$ cat src/rtl/lc3b_mem_arbiter_pkg.sv
// Shared types for the LC-3b memory arbiter: bus word types, arbiter states and requester ids.
package lc3b_mem_arbiter_pkg;

    typedef logic [15:0] lc3b_word;
    typedef logic [1:0]  lc3b_mem_wmask;

    typedef enum logic [1:0] {
        ARB_IDLE,
        ARB_GNT_I,
        ARB_GNT_D
    } lc3b_arb_state;

    typedef enum logic {
        REQ_IMEM,
        REQ_DMEM
    } lc3b_requester;

    localparam int WD_WIDTH = 16;

endpackage

$ cat src/rtl/arb_watchdog.sv
// Grant watchdog: counts granted cycles without an acknowledge and flags expiry on the last allowed one.
module arb_watchdog
    import lc3b_mem_arbiter_pkg::*;
#(
    parameter int TIMEOUT = 255
) (
    input  logic clk,
    input  logic rst_n,
    input  logic clear,
    input  logic enable,
    output logic expire
);

    localparam logic [WD_WIDTH-1:0] LAST_COUNT = WD_WIDTH'(TIMEOUT - 1);

    logic [WD_WIDTH-1:0] count_q;
    logic [WD_WIDTH-1:0] count_d;

    always_comb begin
        count_d = count_q;
        if (clear) begin
            count_d = '0;
        end else if (enable) begin
            count_d = count_q + 1'b1;
        end
    end

    always_ff @(posedge clk or negedge rst_n) begin
        if (!rst_n) begin
            count_q <= '0;
        end else begin
            count_q <= count_d;
        end
    end

    assign expire = enable && (count_q == LAST_COUNT);

endmodule

$ cat src/rtl/lc3b_mem_arbiter.sv
// Shares one memory bus between fetch and data ports, with LDI/STI lock, flush abort and a watchdog.
// Define ARB_ROUND_ROBIN_EN for round-robin tie breaking; otherwise DMEM wins every tie.
module lc3b_mem_arbiter
    import lc3b_mem_arbiter_pkg::*;
#(
    parameter int TIMEOUT = 255
) (
    input  logic        clk,
    input  logic        rst_n,
    input  logic        imem_cyc,
    input  logic        imem_stb,
    input  logic [15:0] imem_addr,
    output logic [15:0] imem_rdata,
    output logic        imem_ack,
    output logic        imem_err,
    input  logic        dmem_cyc,
    input  logic        dmem_stb,
    input  logic        dmem_we,
    input  logic [1:0]  dmem_sel,
    input  logic [15:0] dmem_addr,
    input  logic [15:0] dmem_wdata,
    output logic [15:0] dmem_rdata,
    output logic        dmem_ack,
    output logic        dmem_err,
    output logic        mem_cyc,
    output logic        mem_stb,
    output logic        mem_we,
    output logic [1:0]  mem_sel,
    output logic [15:0] mem_addr,
    output logic [15:0] mem_wdata,
    input  logic [15:0] mem_rdata,
    input  logic        mem_ack,
    output logic        arb_timeout
);

    lc3b_arb_state state_q, state_d;
    lc3b_requester last_gnt_q, last_gnt_d;
    lc3b_requester lock_owner_q, lock_owner_d;
    logic          lock_q, lock_d;
    logic          timeout_q, timeout_d;

    logic          imem_req, dmem_req;
    logic          owner_cyc, owner_req;
    lc3b_requester tie_win;
    logic          wd_clear, wd_enable, wd_expire;

    assign imem_req  = imem_cyc & imem_stb;
    assign dmem_req  = dmem_cyc & dmem_stb;
    assign owner_cyc = (lock_owner_q == REQ_DMEM) ? dmem_cyc : imem_cyc;
    assign owner_req = (lock_owner_q == REQ_DMEM) ? dmem_req : imem_req;

`ifdef ARB_ROUND_ROBIN_EN
    assign tie_win = (last_gnt_q == REQ_IMEM) ? REQ_DMEM : REQ_IMEM;
`else
    assign tie_win = REQ_DMEM;
`endif

    // Watchdog only runs while the granted requester still holds its cycle and has no ack yet.
    assign wd_clear  = (state_q == ARB_IDLE);
    assign wd_enable = ((state_q == ARB_GNT_I) && imem_cyc && !mem_ack) ||
                       ((state_q == ARB_GNT_D) && dmem_cyc && !mem_ack);

    arb_watchdog #(
        .TIMEOUT (TIMEOUT)
    ) u_watchdog (
        .clk    (clk),
        .rst_n  (rst_n),
        .clear  (wd_clear),
        .enable (wd_enable),
        .expire (wd_expire)
    );

    always_comb begin
        state_d      = state_q;
        last_gnt_d   = last_gnt_q;
        lock_d       = lock_q;
        lock_owner_d = lock_owner_q;
        timeout_d    = timeout_q;
        mem_cyc      = 1'b0;
        mem_stb      = 1'b0;
        mem_we       = 1'b0;
        mem_sel      = 2'b00;
        mem_addr     = '0;
        mem_wdata    = '0;
        imem_rdata   = '0;
        imem_ack     = 1'b0;
        imem_err     = 1'b0;
        dmem_rdata   = '0;
        dmem_ack     = 1'b0;
        dmem_err     = 1'b0;

        case (state_q)
            ARB_IDLE: begin
                // A locked owner re-requesting wins outright so LDI/STI stays atomic.
                if (lock_q && owner_req) begin
                    state_d    = (lock_owner_q == REQ_DMEM) ? ARB_GNT_D : ARB_GNT_I;
                    last_gnt_d = lock_owner_q;
                    lock_d     = 1'b0;
                end else if (imem_req && dmem_req) begin
                    state_d    = (tie_win == REQ_DMEM) ? ARB_GNT_D : ARB_GNT_I;
                    last_gnt_d = tie_win;
                    lock_d     = 1'b0;
                end else if (dmem_req) begin
                    state_d    = ARB_GNT_D;
                    last_gnt_d = REQ_DMEM;
                    lock_d     = 1'b0;
                end else if (imem_req) begin
                    state_d    = ARB_GNT_I;
                    last_gnt_d = REQ_IMEM;
                    lock_d     = 1'b0;
                end else if (lock_q && !owner_cyc) begin
                    lock_d = 1'b0;
                end
            end

            ARB_GNT_I: begin
                mem_cyc    = imem_cyc;
                mem_stb    = imem_cyc & imem_stb;
                mem_sel    = 2'b11;
                mem_addr   = imem_addr;
                imem_rdata = mem_rdata;
                if (!imem_cyc) begin
                    state_d = ARB_IDLE;
                end else if (mem_ack) begin
                    imem_ack     = 1'b1;
                    state_d      = ARB_IDLE;
                    lock_d       = 1'b1;
                    lock_owner_d = REQ_IMEM;
                end else if (wd_expire) begin
                    imem_err  = 1'b1;
                    timeout_d = 1'b1;
                    state_d   = ARB_IDLE;
                end
            end

            ARB_GNT_D: begin
                mem_cyc    = dmem_cyc;
                mem_stb    = dmem_cyc & dmem_stb;
                mem_we     = dmem_we;
                mem_sel    = dmem_sel;
                mem_addr   = dmem_addr;
                mem_wdata  = dmem_wdata;
                dmem_rdata = mem_rdata;
                if (!dmem_cyc) begin
                    state_d = ARB_IDLE;
                end else if (mem_ack) begin
                    dmem_ack     = 1'b1;
                    state_d      = ARB_IDLE;
                    lock_d       = 1'b1;
                    lock_owner_d = REQ_DMEM;
                end else if (wd_expire) begin
                    dmem_err  = 1'b1;
                    timeout_d = 1'b1;
                    state_d   = ARB_IDLE;
                end
            end

            default: begin
                state_d = ARB_IDLE;
            end
        endcase
    end

    always_ff @(posedge clk or negedge rst_n) begin
        if (!rst_n) begin
            state_q      <= ARB_IDLE;
            last_gnt_q   <= REQ_IMEM;
            lock_q       <= 1'b0;
            lock_owner_q <= REQ_IMEM;
            timeout_q    <= 1'b0;
        end else begin
            state_q      <= state_d;
            last_gnt_q   <= last_gnt_d;
            lock_q       <= lock_d;
            lock_owner_q <= lock_owner_d;
            timeout_q    <= timeout_d;
        end
    end

    assign arb_timeout = timeout_q;

endmodule
$ cat config.mk
export PLATFORM = sky130hd
export DESIGN_NAME = lc3b_mem_arbiter
export DESIGN_NICKNAME = d
export VERILOG_FILES = /design/src/rtl/lc3b_mem_arbiter_pkg.sv /design/src/rtl/arb_watchdog.sv /design/src/rtl/lc3b_mem_arbiter.sv
export SDC_FILE = /design/constraint.sdc
export NUM_CORES = 1
export LEC_CHECK = 0
export ABC_AREA = 0
export CORE_MARGIN = 3
export CORE_UTILIZATION = 35
export CTS_BUF_LIST = sky130_fd_sc_hd__clkbuf_4
export DETAILED_ROUTE_END_ITERATION = 16
export GPL_TIMING_DRIVEN = 0
export PLACE_DENSITY = 0.93
export RECOVER_POWER = 50
export SYNTH_ARGS = -nofsm -noshare
export SYNTH_HDL_FRONTEND = slang
export SYNTH_SLANG_ARGS = --single-unit
$ cat constraint.sdc
create_clock -name clk -period 2.72 [get_ports clk]
set_input_delay 0.544 -clock clk [delete_from_list [all_inputs] [get_ports clk]]
set_output_delay 0.544 -clock clk [all_outputs]
set_load 0.02 [all_outputs]
==> results of run 1 <==
==> repair_timing <==
action | CTS | global route
gates cloned | 0 | 0
endpoints found under the setup margin | 69 | 46
gates resized for setup | 101 | 55
==> cell usage after synthesis, drive strengths merged <==
library cell  number  share of area [%]
a211o              1               0.45
a21boi             2               0.78
a21o               1               0.39
a21oi             17                4.4
a22o               2               0.91
a22oi             17                6.9
a41o               2                1.0
and2              50                 16
and3               4                1.3
and4               2               0.91
and4b              2                1.0
buf                5                1.8
clkbuf            15                2.9
dfrtp             21                 27
ha                 6                3.9
inv                7                1.4
mux2i              1               0.52
nand2             11                2.1
nand2b             1               0.32
nand3              9                2.3
nand4              4                1.3
nor2               6                1.2
nor2b             19                6.2
nor3               2               0.52
nor3b              1               0.39
nor4               1               0.32
nor4b              1               0.45
o211ai             1               0.39
o21a               1               0.39
o21ai             10                2.6
o21bai             1               0.39
o22ai              1               0.32
o31a               1               0.45
o31ai              5                1.9
or3                8                2.6
or4                5                1.9
or4b               1               0.52
xnor2              3                1.4
==> cell families (layout without fill, tap and decap cells) <==
group	after synthesis	in the layout	synth area share [%]
and+or+nand+nor	127	127	39.6
adders and majority gates	6	6	3.89
buffers and inverters	27	176	6.09
muxes	1	1	0.518
AOI/OAI and AO/OA	62	62	21.3
xor gates and xnor gates	3	3	1.36
DFF	21	21	27.2
==> per-stage QoR <==
stage | setup slack (ns) | instances
2_1_floorplan | 0.463 | 247
3_3_place_gp | -0.439 | 462
3_5_place_dp | -0.494 | 462
4_1_cts | 0.00190 | 466
5_1_grt | 0.00456 | 466
6_report | 0.0974 | 466
==> layout make-up <==
cell class	instances	area, um2
buffer	20	113
inverter	7	26.3
tap	70	87.6
timing repair buffer	145	1260
clock buffer	4	30.0
sequential	21	527
multi-input combinational	199	1300
fill	474	1870
==> critical path: cells and delay by family (launching register included) <==
| kind | cells | cell delay (ns) |
|---|---|---|
| DFF | 1 | 0.42 |
| buffers and inverters | 5 | 0.96 |
| adders and majority gates | 1 | 0.22 |
| and+or+nand+nor | 1 | 0.16 |
==> state kept, by name, indices dropped and copies added (netlist names) <==
register and count:
u_watchdog.count_q 16, lock_q 1, lock_owner_q 1, arb_timeout 1, state_q 2
==> final timing paths <==
check,start,to,slack [ns]
setup / recovery,state_q[0],dmem_rdata[9],0.1
hold / removal,arb_timeout,arb_timeout,0.52
setup reg to reg,state_q[1],u_watchdog.count_q[11],0.37
hold reg to reg,arb_timeout,arb_timeout,0.52
max in group asynchronous,rst_n,u_watchdog.count_q[4],1.25
min in group asynchronous,rst_n,u_watchdog.count_q[12],0.82
==> per-layer routing <==
layer / part of all wire (%) / up-vias / wire length [um] / global-route usage, %
li1: - / 1177 / - / -
met1: 37 / 1106 / 2850 / 25.1
met2: 53 / 91 / 4050 / 46.1
met3: 8.3 / 15 / 640 / 9.87
met4: 1.9 / 0 / 146 / 5.07
met5: 0 / - / 0 / 0
==> power by group through the flow <==
stage | sequential (mW) | clock [mW] | combinational (mW)
6_report | 0.351 | 0.167 | 1.38
3_3_place_gp | 0.355 | 0 | 1.47
3_5_place_dp | 0.357 | 0 | 1.49
2_1_floorplan | 0.353 | 0 | 0.818
4_1_cts | 0.351 | 0.172 | 1.43
5_1_grt | 0.353 | 0.181 | 1.49
==> metrics.cfg, run 1 <==
[outcome]
run_status = finished, final reports clean

[floorplanning]
floorplan.io_pins = 148
core_area_um2 = 5200
start_util_pct = 37.1
die_h_um = 80.3
fp.dieW_um = 80.3
core.rowCount = 26
design.die.area_um2 = 6440

[finish]
syn2layout_area_growth_pct = 72.8
finish.net_count = 477
final_layout_size_suffix_gt1_share_pct = 13.4
most-common-layout-cells = sky130_fd_sc_hd__clkdlybuf4s50_1, sky130_fd_sc_hd__and2_1, sky130_fd_sc_hd__clkbuf_2
finish.utilization_pct = 64.1
number_of_antenna_cells_inserted = 0
finish.instance_area_um2 = 3340
mostFrequentLayoutCell = sky130_fd_sc_hd__clkdlybuf4s50_1

[clocking]
cts-root-to-sink-buffers = 2
cts_made_buffers = 3
clock_sink_count = 21
post-cts-setup-buffer-count = 0
clkLatencyLatePin_ns = 0.31
clock_tree.htree_level_count = 1
cts-root-buf = sky130_fd_sc_hd__clkbuf_4
cts_tree = done
cts.hold.buffers_added = 0
cts.clk_slew.worst_paths_ns = 0.12

[pwr]
power_density_nw_per_um2 = 569
post-layout-total-power_mw = 1.90
pwr-share-comb_pct = 72.7
p_switching_mw = 0.918
static-leakage-power_nw = 1.50
power_frac_seq_pct = 18.5
ir_drop_uv = 324
cell_internal_pwr_mw = 0.980
power.switching_fraction_pct = 48.4
power.clock.fraction_pct = 8.8

[timing]
pin_slew_with_the_least_headroom_to_its_limit_ns = 0.971
finalSetupViolCount = 0
fin_worst_skew_ns = 0.00228
finalWorstPathRequiredPeriod_ns = 2.62
timing.setup.tns_ns = 0
report.final.slew_viol_count = 0
post-route-period-util_pct = 96.4
grt_setup_unrepaired = no
whs_ns = 0.522
total_count_of_hold_check_failures_in_the_final_report = 0
achievable-frequency_mhz = 381
slew_headroom_pct = 35.1

[detailed_routing]
detail_route.vias_per_cell = 5.13
dr.first_iter.drc_count = 102
routed-via-count = 2389
wl_per_cell_um = 16.5
detail_route.first_pass.iterations = 4
postRouteAntennaNets = 0
drt_drc_violations_left = 0
finalWirelength_um = 7690

[critical_path]
required_time_of_the_worst_setup_path_ns = 2.18
endpoint_arrival_time_on_the_critical_path_ns = 2.08
depth_of_the_worst_register_to_register_path = 8
crit_path_max_incr_delay_ns = 0.42
criticalPathCategory = register to output port
cp_max_fo = 10
startpoint_type = register
cp_common_cell = sky130_fd_sc_hd__buf_4
worstPathCellList = inv_1 > ha_2 > buf_4 > buf_4 > clkbuf_4 > and2_1 > clkdlybuf4s15_2
critical_path_end_type = output port
cp_slowest_cell = sky130_fd_sc_hd__dfrtp_1

[min_path]
hp-class = register to register
worstHoldPathCells = 1

[global_route]
gr-usage-all-layers_pct = 24.4
grt_pass1_vias = 2491
grt_pass1_wl_um = 12300
grt_overflow_total = 0
antenna_found_initial = 0
grt_max_degree = 22

[place]
io_buffers = 145
place_congestion = 0.826
post_dp_hpwl_um = 6390
placed_area_um2 = 3470

[synth]
synthesis.yosys.warnings = 0
synth.yosys.seq_area_share_pct = 27.2
syn-cell-area_um2 = 1930
synthesized_flop_and_latch_total = 21
postSynthAreaPerCell_um2 = 7.82
synth_nets = 327
synthCells = 247
yosysUniqueCellTypes = 42

[flow_run]
max_cap_violations = 0

Note: power is estimated with default switching activity, not from simulation.
==> inputs of run 2 (changes only) <==
- SLEW_MARGIN: unset -> 20
==> results of run 2 <==
Final layout, timing and power as in run 1 (identical DEF).
==> inputs of run 3 (changes only) <==
- ABC_AREA: 0 -> 1
- CORE_UTILIZATION: 35 -> 36
==> metrics.cfg, run 3 <==
[critical_path]
criticalPathCategory = register to output port  ; unchanged
count_of_buffering_cells_on_the_critical_path_with_inverters_included = 5  ; unchanged
critical_path.top_delay_family = buffers and inverters  ; unchanged
crit_path_max_incr_delay_ns = 0.60  ; was 0.42 ns
worstPathCellList = inv_1 > ha_1 > buf_6 > clkbuf_2 > nand2_1 > inv_1 > clkdlybuf4s50_1  ; was inv_1 > ha_2 > buf_4 > buf_4 > clkbuf_4 > and2_1 > clkdlybuf4s15_2
required_time_of_the_worst_setup_path_ns = 2.18  ; about the same
critical_path_end_type = output port  ; unchanged
cp_slowest_cell = sky130_fd_sc_hd__clkdlybuf4s50_1  ; was sky130_fd_sc_hd__dfrtp_1
cp_common_cell = sky130_fd_sc_hd__inv_1  ; was sky130_fd_sc_hd__buf_4
startpoint_type = register  ; unchanged
cp_max_fo = 10  ; unchanged
endpoint_arrival_time_on_the_critical_path_ns = 2.08  ; about the same

[clocking]
clock_sink_count = 21  ; unchanged
cts_made_buffers = 3  ; unchanged
cts-root-to-sink-buffers = 2  ; unchanged
clkLatencyLatePin_ns = 0.31  ; about the same
cts.hold.buffers_added = 0  ; unchanged
cts-root-buf = sky130_fd_sc_hd__clkbuf_4  ; unchanged
clock_tree.htree_level_count = 1  ; unchanged
cts.clk_slew.worst_paths_ns = 0.12  ; about the same
cts_tree = done  ; unchanged

[pwr]
pwr-share-comb_pct = 77.1  ; was 72.7%
power.switching_fraction_pct = 52.9  ; was 48.4%
p_switching_mw = 1.24  ; was 0.918 mW
power.clock.fraction_pct = 6.9  ; was 8.8%
ir_drop_uv = 457  ; was 324 uV
power_density_nw_per_um2 = 645  ; was 569 nW/um2
static-leakage-power_nw = 2.35  ; was 1.50 nW
cell_internal_pwr_mw = 1.10  ; was 0.980 mW
power_frac_seq_pct = 16.0  ; was 18.5%

[synth]
syn-cell-area_um2 = 2070  ; was 1930 um2
synth.area.top_cells = sky130_fd_sc_hd__dfrtp_1, sky130_fd_sc_hd__nand2_1, sky130_fd_sc_hd__inv_1, sky130_fd_sc_hd__nor2_1, sky130_fd_sc_hd__a21oi_1  ; was sky130_fd_sc_hd__dfrtp_1, sky130_fd_sc_hd__and2_1, sky130_fd_sc_hd__a22oi_1, sky130_fd_sc_hd__nor2b_1, sky130_fd_sc_hd__a21oi_1
yosysMostFrequentCell = sky130_fd_sc_hd__nand2_1  ; was sky130_fd_sc_hd__and2_1
yosys.area.top_type_share_pct = 25.4  ; was 27.2%
synth_largest_area_cell = sky130_fd_sc_hd__dfrtp_1  ; unchanged
synth_enable_flop_cells = 0  ; unchanged
synth_nets = 453  ; was 327
synthArstFlopShare_pct = 100  ; unchanged
yosysUniqueCellTypes = 27  ; was 42
synthesized_flop_and_latch_total = 21  ; unchanged
synthCells = 373  ; was 247
postSynth.topFlopCell = sky130_fd_sc_hd__dfrtp_1  ; unchanged
postSynthAreaPerCell_um2 = 5.55  ; was 7.82 um2
synthesis.yosys.warnings = 0  ; unchanged
synth_common_cells = sky130_fd_sc_hd__nand2_1, sky130_fd_sc_hd__inv_1, sky130_fd_sc_hd__nor2_1, sky130_fd_sc_hd__a21oi_1, sky130_fd_sc_hd__dfrtp_1  ; was sky130_fd_sc_hd__and2_1, sky130_fd_sc_hd__dfrtp_1, sky130_fd_sc_hd__nor2b_1, sky130_fd_sc_hd__a21oi_1, sky130_fd_sc_hd__a22oi_1
synth.yosys.seq_area_share_pct = 25.4  ; was 27.2%

[detailed_routing]
finalWirelength_um = 7730  ; was 7690 um
drt_drc_violations_left = 0  ; unchanged
detail_route.vias_per_cell = 4.62  ; was 5.13
detail_route.first_pass.iterations = 4  ; unchanged
postRouteAntennaNets = 0  ; unchanged
dr.first_iter.drc_count = 104  ; was 102
wl_per_cell_um = 12.9  ; was 16.5 um
routed-via-count = 2764  ; was 2389

[global_route]
antenna_found_initial = 0  ; unchanged
grt_pass1_wl_um = 11300  ; was 12300 um
grt_pass1_vias = 2490  ; was 2491
gr-usage-all-layers_pct = 21.0  ; was 24.4%
grt_max_degree = 22  ; unchanged
grt_overflow_total = 0  ; unchanged

[finish]
final_layout_size_suffix_gt1_share_pct = 7.39  ; was 13.4%
finish.utilization_pct = 68.0  ; was 64.1%
max_flop_register = u_watchdog.count_q  ; unchanged
finish.net_count = 609  ; was 477
layout_top_registers = u_watchdog.count_q: 16 flops, state_q: 2 flops  ; unchanged
number_of_antenna_cells_inserted = 0  ; unchanged
finish.instance_area_um2 = 3630  ; was 3340 um2
largest_register_ff_count = 16  ; unchanged
mostFrequentLayoutCell = sky130_fd_sc_hd__nand2_1  ; was sky130_fd_sc_hd__clkdlybuf4s50_1
most-common-layout-cells = sky130_fd_sc_hd__nand2_1, sky130_fd_sc_hd__clkdlybuf4s50_1, sky130_fd_sc_hd__inv_1  ; was sky130_fd_sc_hd__clkdlybuf4s50_1, sky130_fd_sc_hd__and2_1, sky130_fd_sc_hd__clkbuf_2
syn2layout_area_growth_pct = 75.1  ; was 72.8%
finish.cell_count_without_fillers = 598  ; was 466

[timing]
finalSetupViolCount = 0  ; unchanged
report.final.slew_viol_count = 0  ; unchanged
finalWorstPathRequiredPeriod_ns = 2.62  ; about the same
post-route-period-util_pct = 96.5  ; was 96.4%
timing.setup.tns_ns = 0  ; unchanged
final.setup.worst_slack_ns = 0.0959  ; was 0.0974 ns
slew_headroom_pct = 37.3  ; was 35.1%
achievable-frequency_mhz = 381  ; about the same
fin_worst_skew_ns = 0.0117  ; was 0.00228 ns
pin_slew_with_the_least_headroom_to_its_limit_ns = 0.938  ; was 0.971 ns
total_count_of_hold_check_failures_in_the_final_report = 0  ; unchanged

[floorplanning]
fp.dieW_um = 81.9  ; was 80.3 um
design.die.area_um2 = 6700  ; was 6440 um2
floorplan.io_pins = 148  ; unchanged
die_h_um = 81.9  ; was 80.3 um
core_area_um2 = 5340  ; was 5200 um2
start_util_pct = 38.8  ; was 37.1%
core.rowCount = 26  ; unchanged

[place]
place_congestion = 0.904  ; was 0.826
placed_area_um2 = 3630  ; was 3470 um2
cell_count_after_placement = 590  ; was 462
pre_cts_slack_ns = -0.300  ; was -0.494 ns
io_buffers = 147  ; was 145
post_dp_hpwl_um = 6170  ; was 6390 um

[flow_run]
max_cap_violations = 0  ; unchanged

[min_path]
hp-class = register to register  ; unchanged

[outcome]
run_status = finished, final reports clean  ; unchanged

==> run 3: metrics by stage <==
| step | hold slack [ns] | power [mW] |
|---|---|---|
| 3_5_place_dp | 0.461 | 2.24 |
| 6_report | 0.490 | 2.34 |
| 4_1_cts | 0.497 | 2.38 |
| 3_3_place_gp | 0.463 | 2.20 |
| 2_1_floorplan | 0.248 | 1.42 |
| 5_1_grt | 0.520 | 2.52 |
==> run 3: cell type report <==
type	instances	area, um2
multi-input combinational	249	1130
clock buffer	4	30.0
inverter	90	339
tap	70	87.6
fill	465	1710
sequential	21	526
timing repair buffer	151	1430
buffer	13	83.8
==> run 3: repair_timing <==
action | in CTS | in global routing
endpoints found under the setup margin | 71 | 47
gates resized for setup | 43 | 43
buffers inserted | 2 | 2
==> run 3: final timing paths <==
kind | from | end | slack (ns) | depth (start not counted)
min in group asynchronous | rst_n | u_watchdog.count_q[11] | 0.81 | 1
worst min-delay path | arb_timeout | arb_timeout | 0.49 | 1
worst max-delay path | state_q[0] | dmem_rdata[0] | 0.1 | 7
max in group asynchronous | rst_n | lock_owner_q | 1.33 | 1
worst min register to register | arb_timeout | arb_timeout | 0.49 | 1
worst max register to register | state_q[0] | u_watchdog.count_q[9] | 0.80 | 13
==> run 3: worst register-to-register path: stages (launching register included) <==
cell,delay [ns]
sky130_fd_sc_hd__dfrtp_1,0.43
sky130_fd_sc_hd__inv_1,0.10
sky130_fd_sc_hd__ha_1,0.16
sky130_fd_sc_hd__buf_6,0.13
sky130_fd_sc_hd__nand2_2,0.07
sky130_fd_sc_hd__nand2_2,0.09
sky130_fd_sc_hd__nand2_2,0.07
sky130_fd_sc_hd__buf_6,0.15
sky130_fd_sc_hd__nor2_1,0.28
sky130_fd_sc_hd__nand2_2,0.10
sky130_fd_sc_hd__nand2_1,0.10
sky130_fd_sc_hd__nand2_1,0.05
sky130_fd_sc_hd__nand2_1,0.06
sky130_fd_sc_hd__inv_1,0.04
==> run 3: kinds of logic (layout without fill, tap and decap cells) <==
| kind of cell | count (synthesis) | in the layout | share of synthesized area, % |
|---|---|---|---|
| adders and majority gates | 6 | 6 | 3.62 |
| buffers and inverters | 103 | 258 | 19.5 |
| and+or+nand+nor | 200 | 200 | 40.0 |
| AOI/OAI and AO/OA | 43 | 43 | 11.5 |
| DFF | 21 | 21 | 25.4 |
==> run 3: power groups by stage <==
stage	logic (mW)	clock network (mW)	registers [mW]
global route	1.97	0.180	0.377
global placement	1.82	0	0.380
floorplan	1.04	0	0.373
finish	1.80	0.162	0.373
CTS	1.84	0.163	0.373
detailed placement	1.86	0	0.382
==> run 3: routing by layer <==
| metal | global-route usage, % | vias to the layer above | share of wire (%) |
|---|---|---|---|
| met2 | 38.3 | 113 | 51 |
| met4 | 4.49 | 0 | 1.7 |
| li1 | - | 1408 | - |
| met3 | 3.29 | 12 | 8.0 |
| met5 | 0 | - | 0 |
| met1 | 25.7 | 1231 | 39 |
